File: config.mk
export PLATFORM = sky130hd
export DESIGN_NAME = timer_dev
export DESIGN_NICKNAME = d
export VERILOG_FILES = /design/src/rtl/timer_pkg.sv /design/src/rtl/timer_dev.sv
export SDC_FILE = /design/constraint.sdc
export NUM_CORES = 1
export LEC_CHECK = 0
export ABC_AREA = 1
export BUFFER_PORTS_ARGS = -buffer_cell sky130_fd_sc_hd__buf_2
export CORE_MARGIN = 2
export CORE_UTILIZATION = 25
export CTS_CLUSTER_SIZE = 28
export DETAILED_ROUTE_END_ITERATION = 16
export PLACE_DENSITY_LB_ADDON = 0.05
export SYNTH_ARGS = -nofsm -noshare
export SYNTH_HDL_FRONTEND = slang
export SYNTH_SLANG_ARGS = --single-unit
export TNS_END_PERCENT = 100
File: constraint.sdc
create_clock -name clk -period 3.8 [get_ports clk]
set_clock_uncertainty 0.1 [all_clocks]
set_input_delay 0.76 -clock clk [delete_from_list [all_inputs] [get_ports clk]]
set_output_delay 0.76 -clock clk [all_outputs]
set_load 0.01 [all_outputs]
File: src/rtl/timer_pkg.sv
// Shared definitions for the timer device: FSM encoding, register map, CTRL layout, MODE codes.
package timer_pkg;

  typedef enum logic [1:0] {
    ST_IDLE = 2'd0,
    ST_LOAD = 2'd1,
    ST_CNT  = 2'd2,
    ST_INT  = 2'd3
  } state_e;

  localparam logic [1:0] ADDR_CTRL   = 2'd0;
  localparam logic [1:0] ADDR_PRESET = 2'd1;
  localparam logic [1:0] ADDR_COUNT  = 2'd2;
  localparam logic [1:0] ADDR_RSVD   = 2'd3;

  localparam int CTRL_EN_BIT   = 0;
  localparam int CTRL_MODE_LSB = 1;
  localparam int CTRL_MODE_MSB = 2;
  localparam int CTRL_IM_BIT   = 3;

  localparam logic [1:0] MODE_ONESHOT = 2'b00;
  localparam logic [1:0] MODE_RELOAD  = 2'b01;

  // Only 01 reloads; both 1x encodings fall back to one-shot behaviour.
  function automatic logic is_reload(input logic [1:0] mode);
    return (mode == MODE_RELOAD);
  endfunction

endpackage

File: src/rtl/timer_dev.sv
// Bus-mapped down-counter with one-shot/auto-reload modes and a maskable interrupt.
// Zero-cycle combinational read mux; writes take effect on the next clk edge, no stalls.
module timer_dev
  import timer_pkg::*;
(
  input  logic        clk,
  input  logic        rst_n,
  input  logic        dev_sel,
  input  logic        dev_we,
  input  logic [1:0]  dev_addr,
  input  logic [31:0] dev_wd,
  output logic [31:0] dev_rd,
  output logic        irq
);

  state_e      state_q, state_d;
  logic        en_q, en_d;
  logic [1:0]  mode_q, mode_d;
  logic        im_q, im_d;
  logic [31:0] preset_q, preset_d;
  logic [31:0] count_q, count_d;
  logic        irqf_q, irqf_d;
  logic        irqf_drop_q, irqf_drop_d;

  logic wr_ctrl;
  logic wr_preset;
  logic cpu_clr;
  logic hw_set;
  logic hw_en_clr;

  assign wr_ctrl   = dev_sel && dev_we && (dev_addr == ADDR_CTRL);
  assign wr_preset = dev_sel && dev_we && (dev_addr == ADDR_PRESET);
  assign cpu_clr   = wr_ctrl || wr_preset;

  always_comb begin
    state_d   = state_q;
    count_d   = count_q;
    hw_set    = 1'b0;
    hw_en_clr = 1'b0;

    unique case (state_q)
      ST_IDLE: begin
        if (en_q) state_d = ST_LOAD;
      end
      ST_LOAD: begin
        count_d = preset_q;
        state_d = ST_CNT;
      end
      ST_CNT: begin
        if (!en_q) begin
          state_d = ST_IDLE;
        end else begin
          if (count_q != 32'd0) count_d = count_q - 32'd1;
          // Enter INT on the edge COUNT reaches zero so a reload period is PRESET+2.
          if (count_q <= 32'd1) state_d = ST_INT;
        end
      end
      ST_INT: begin
        hw_set = 1'b1;
        if (is_reload(mode_q)) begin
          state_d = ST_LOAD;
        end else begin
          hw_en_clr = 1'b1;
          state_d   = ST_IDLE;
        end
      end
      default: state_d = ST_IDLE;
    endcase
  end

  // A CPU write to CTRL overrides the hardware EN clear in the same cycle.
  always_comb begin
    en_d     = en_q;
    mode_d   = mode_q;
    im_d     = im_q;
    preset_d = preset_q;
    if (hw_en_clr) en_d = 1'b0;
    if (wr_ctrl) begin
      en_d   = dev_wd[CTRL_EN_BIT];
      mode_d = dev_wd[CTRL_MODE_MSB:CTRL_MODE_LSB];
      im_d   = dev_wd[CTRL_IM_BIT];
    end
    if (wr_preset) preset_d = dev_wd;
  end

  // Setting wins over a same-cycle clear; the clear is then replayed one cycle later
  // through irqf_drop, which also produces the single-cycle reload pulse.
  always_comb begin
    irqf_d      = irqf_q;
    irqf_drop_d = 1'b0;
    if (irqf_drop_q) irqf_d = 1'b0;
    if (cpu_clr)     irqf_d = 1'b0;
    if (hw_set) begin
      irqf_d      = 1'b1;
      irqf_drop_d = is_reload(mode_q) || cpu_clr;
    end
  end

  always_ff @(posedge clk or negedge rst_n) begin
    if (!rst_n) begin
      state_q     <= ST_IDLE;
      en_q        <= 1'b0;
      mode_q      <= MODE_ONESHOT;
      im_q        <= 1'b0;
      preset_q    <= 32'd0;
      count_q     <= 32'd0;
      irqf_q      <= 1'b0;
      irqf_drop_q <= 1'b0;
    end else begin
      state_q     <= state_d;
      en_q        <= en_d;
      mode_q      <= mode_d;
      im_q        <= im_d;
      preset_q    <= preset_d;
      count_q     <= count_d;
      irqf_q      <= irqf_d;
      irqf_drop_q <= irqf_drop_d;
    end
  end

  always_comb begin
    dev_rd = 32'd0;
    unique case (dev_addr)
      ADDR_CTRL:   dev_rd = {28'd0, im_q, mode_q, en_q};
      ADDR_PRESET: dev_rd = preset_q;
      ADDR_COUNT:  dev_rd = count_q;
      ADDR_RSVD:   dev_rd = 32'd0;
      default:     dev_rd = 32'd0;
    endcase
  end

  assign irq = irqf_q && im_q;

endmodule

== Word level (Yosys, flattened, before mapping) ==
Index checks and enable logic that the tools add are counted.

* $add $sub $neg: 1
* Multiplexer cells: 18
* Equal/unequal tests: 11
* Reduce and logical (&&, ||, !) cells: 14
* $lt $le $gt $ge: 1

{| class="wikitable"
|+ Operators with widths
! kind !! number
|-
| one-hot mux 32 bit (4 select lines) || 1
|-
| 2-to-1 mux 32 bit || 2
|-
| one-hot mux 32 bit (2 select lines) || 1
|-
| <= comparator 32 x 1 -> 1 bit (second input constant) || 1
|-
| nonzero test 32 bit || 1
|-
| subtractor 32 x 1 -> 32 bit (second input constant) || 1
|-
| 2-to-1 mux 1 bit || 10
|-
| equality test 2 bit (second input constant) || 4
|-
| one-hot mux 2 bit (4 select lines) || 1
|-
| equality test 2 x 1 -> 1 bit (second input constant) || 3
|-
| 2-to-1 mux 2 bit || 3
|-
| != test 2 bit (second input constant) || 3
|-
| logical AND 1 bit || 4
|-
| zero test 2 bit || 2
|-
| nonzero test 2 bit || 2
|-
| != test 3 bit (second input constant) || 1
|-
| AND reduction 3 bit || 1
|-
| nonzero test 3 bit || 1
|-
| logical OR 1 bit || 2
|-
| AND reduction 2 bit || 1
|}

* Flip-flop bits (word level): 72
* Input port bits: 38
* Word-level logic and storage cells: 53

== Depth between registers and ports, before layout ==
* Word-level depth: 5
* Gate-level depth with buffers: 11
* Mapped depth without buffers: 11

== Worst setup path before layout ==
Ideal clock, no wire load.

* Path type: input -> output
* From: in dev_addr[1]
* To: out dev_rd[10]
* Data arrival time: 1.515 ns
* Cell stages on the path: 6
* Setup slack: 1.425 ns
* Path buffers: 1
* Cell sequence: inv_1 nand2_2 clkinv_1 clkbuf_1 nand2_1 o21ai_0

* Longest elaborated chain between the ends: 2
* Elaborated cells on any way between the ends: 5
* Those cells by class: eq/ne (3); mux (1); reduce/logical (1)

{| class="wikitable"
|+ Ends and longest elaborated chain
! what !! line !! RTL
|-
| from (decl) || timer_dev.sv:10 || <nowiki>input logic [1:0] dev_addr,</nowiki>
|-
| equality test 2 bit (tied with other cells) || timer_dev.sv:123 || <nowiki>unique case (dev_addr)</nowiki>
|-
| one-hot mux 32 bit (4 select lines) (*) || timer_dev.sv:123 ||
|-
| to (decl) || timer_dev.sv:12 || <nowiki>output logic [31:0] dev_rd,</nowiki>
|}

Mark *: on every way between the ends. The rest lies on a longest branch, timed or not.

== Worst setup path after layout ==
* From: in dev_addr[1]
* To: out dev_rd[30]

Same word-level chain as after synthesis.

==> summary.md <==
| Metric | Value |
|---|---|
| Drt first pass iters | 5 |
| Final HPWL DP | 11200 um |
| Syn Nets | 690 |
| R2r setup slk | 1.10 ns |
| Site Rows | 49 |
| Placed cell count | 931 |
| Least-Margin Pin Slew | 1.02 ns |
| Antenna diodes | 0 |
| RSZ-0062 raised after global routing | false |
| Max-Cap Viols | 0 |
| CTS root buf | clkbuf_16 |
| Pin count of the biggest net entering global routing | 73 |
| Met3 Use GR | 2.65% |
| # nets final | 754 |
| Final setup margin | 0.812 ns |
| Final Hold Vio Count | 0 |
| Reg2reg start | count_q[0] |
| Clock Latency Late Sink | 0.34 ns |
| PwrDens | 737 nW/um2 |
| Critical Path End | dev_rd[30] |
| Status | finished, final reports clean |
| Clk sinks | 72 |
| Die ar. | 19500 um2 |
| Crit path required time | 2.94 ns |
| Final ANT Viol Nets | 0 |
| Met2 usage | 24.1% |
| Hold-fix buffer count after cts | 0 |
| Peak Freq | 0.335 GHz |
| Worst Setup Start Kind | primary input |
| Antenna violations before repair | 0 |
| Yosys cell types | 31 |
| Max IR drop VDD | 0.237 mV |
| CTS H-tree lvls | 3 |
| Via count of the first global-routing pass | 4405 |
| Starting DRC count in detailed routing | 307 |
| Setup TNS | 0 ns |
| Worst r2r path cells | 9 |
| DRC | 0 |
| Syn Std Cell Area | 4590 um2 |
| Final WL | 15200 um |
| Synth area leader | dfrtp_1 |
| Die W | 139 um |
| Static Leak | 2.64 nW |
| FF-to-FF End | count_q[10] |
| # resized after CTS | 0 |
| Post-synthesis sequential area ratio | 39.3% |
| Fin crit share | 78.6% |
| Crit path DAT | 2.13 ns |
| Final design utilization | 30.2% |
| Mapped Avg Cell Area | 7.07 um2 |
| Die height | 139 um |
| Post-DR wirelength/cell | 16.1 um |
| Met1 Usage GRT | 23.8% |
| GRT Max-Usage Layer | met2 |
| Final min period | 2.99 ns |
| Yosys reg bits | 72 |
| Setup-failing EPs final | 0 |
| Rel. slew slack | 31.7% |
| Dpl ws | 0.794 ns |
| Top cells by area, synth | dfrtp_1 (39%), nand2_1 (16%), nor2_1 (8.3%) |
| Ports | 71 |
| HP Class | reg2reg |
| Vias/cell | 4.60 |
| Crit Path Max Fanout | 21 |
| Crit path kind | in2out |
| Final count of pins violating max slew | 0 |
| Initial Utilization | 25.5% |
| Gp weighted congestion | 0.838 |
| GRT Overall Usage | 16.2% |
| Global-route wire length before repair | 24500 um |
| Vias | 4346 |
| CTS tree | built |
| Area grow syn2layout | 18.1% |
| Finished Layout Cells | 945 |
| Share of the synthesized area in the top cell type | 39.3% |
| Hold path startpoint | irqf_drop_q |
| Total congestion overflow | 0 |
| Critical Path End Type | output port |
| Setup Buffers After CTS | 0 |
| CTS Buffer Depth | 2 |
| Share of post-route cells with drive strength above 1 | 21.5% |
| Crit path launch | dev_addr[1] |
| PortBufs | 70 |
| Clock Pin Slew Worst Setup and Hold Paths | 0.06 ns |
| Yosys warnings | 0 |
| Syn Inst Count | 649 |
| Core area | 18000 um2 |
| Num CTS Buffers | 9 |
==> flip-flops by register name, indices dropped and copies added, names as in the netlist <==
| signal | flops |
|---|---|
| count_q | 32 |
| mode_q | 2 |
| en_q | 1 |
| state_q | 2 |
| preset_q | 32 |
| irqf_drop_q | 1 |
| irqf_q | 1 |
| im_q | 1 |
==> placed cells by master (no fill, tap or decap), types with 2 or more instances in the layout <==
cell type,instances
clkbuf_8,2
buf_2,69
nand3_1,39
o22ai_1,7
nor2_2,8
clkbuf_16,9
nand2_1,197
nand3_2,4
ha_1,3
buf_4,5
nand4_1,8
nor2_1,102
a21oi_1,9
o21ai_0,49
o21ai_2,12
dfrtp_1,72
nand2_2,17
o211ai_1,3
mux2_2,21
inv_1,65
a31oi_1,2
==> worst min-delay path by stage <==
stage	endpoint	slack, ns	cells past startpoint
floorplan	irqf_q	0.31	1
global placement	irqf_q	0.32	1
detailed placement	irqf_q	0.34	1
CTS	irqf_q	0.34	1
global route	irqf_q	0.35	1
finish	irqf_q	0.33	1
==> stage by stage <==
stage	hold slack (ns)	cell area (um2)	power, mW
after floorplan	0.306	4590	2.62
after global routing	0.349	5420	4.37
after CTS	0.336	5420	4.04
after global placement	0.316	5120	3.12
final	0.330	5420	3.99
after detailed placement	0.337	5120	3.14
==> where the power goes <==
group	internal, mW	leakage [nW]	switching [mW]
combinational	0.579	1.62	1.21
clock	0.536	0.143	0.341
sequential	1.02	0.881	0.305
total	2.14	2.64	1.86
==> worst max-delay path, cell delays in order <==
cell,delay [ns]
buf_2,0.11
inv_1,0.07
nor2_1,0.04
inv_1,0.58
buf_4,0.31
o21ai_0,0.10
buf_2,0.15
==> final cells by class <==
type,count,area (um2)
fillers,2006,12500
multi-input cells,489,2400
flip-flops and latches,72,1800
repair buffers,74,383
well taps,229,287
inverters,67,254
clock buffers,11,253
clock inverters,3,42.5
==> routing by layer <==
metal / vias up / part of all wire [%]
met5: - / 0
li1: 2198 / -
met4: 0 / 1.9
met1: 2015 / 51
met2: 113 / 43
met3: 20 / 4.5
==> logic make-up after synthesis <==
kind of cell               Yosys count  share of synthesized area (%)
and+or+nand+nor                    379                           35.0
adders and majority gates            3                          0.818
xor gates and xnor gates             1                          0.191
buffers and inverters               88                           8.45
muxes                               21                           5.15
DFF                                 72                           39.3
AOI/OAI and AO/OA                   85                           11.1
==> synth_stat cells <==
cell      count
inv_4         1
and2_1        1
nor2_1      102
o21bai_4      1
o21ai_0      49
buf_6         6
nor3_1        1
o221ai_1      1
dfrtp_1      72
nor2_4        1
nand3_1      39
nand4_1       8
nand2_2      17
ha_1          3
mux2_2       21
o21ai_2      12
clkbuf_1     11
o22ai_1       7
buf_4         2
nand3_2       4
inv_1        65
nor2_2        8
o31ai_1       1
a31oi_1       2
clkinv_1      1
nand2_1     197
a21oi_1       9
xor2_1        1
buf_2         2
o211ai_1      3
nor2_8        1
No activity file was read; power rests on OpenSTA's default activity.
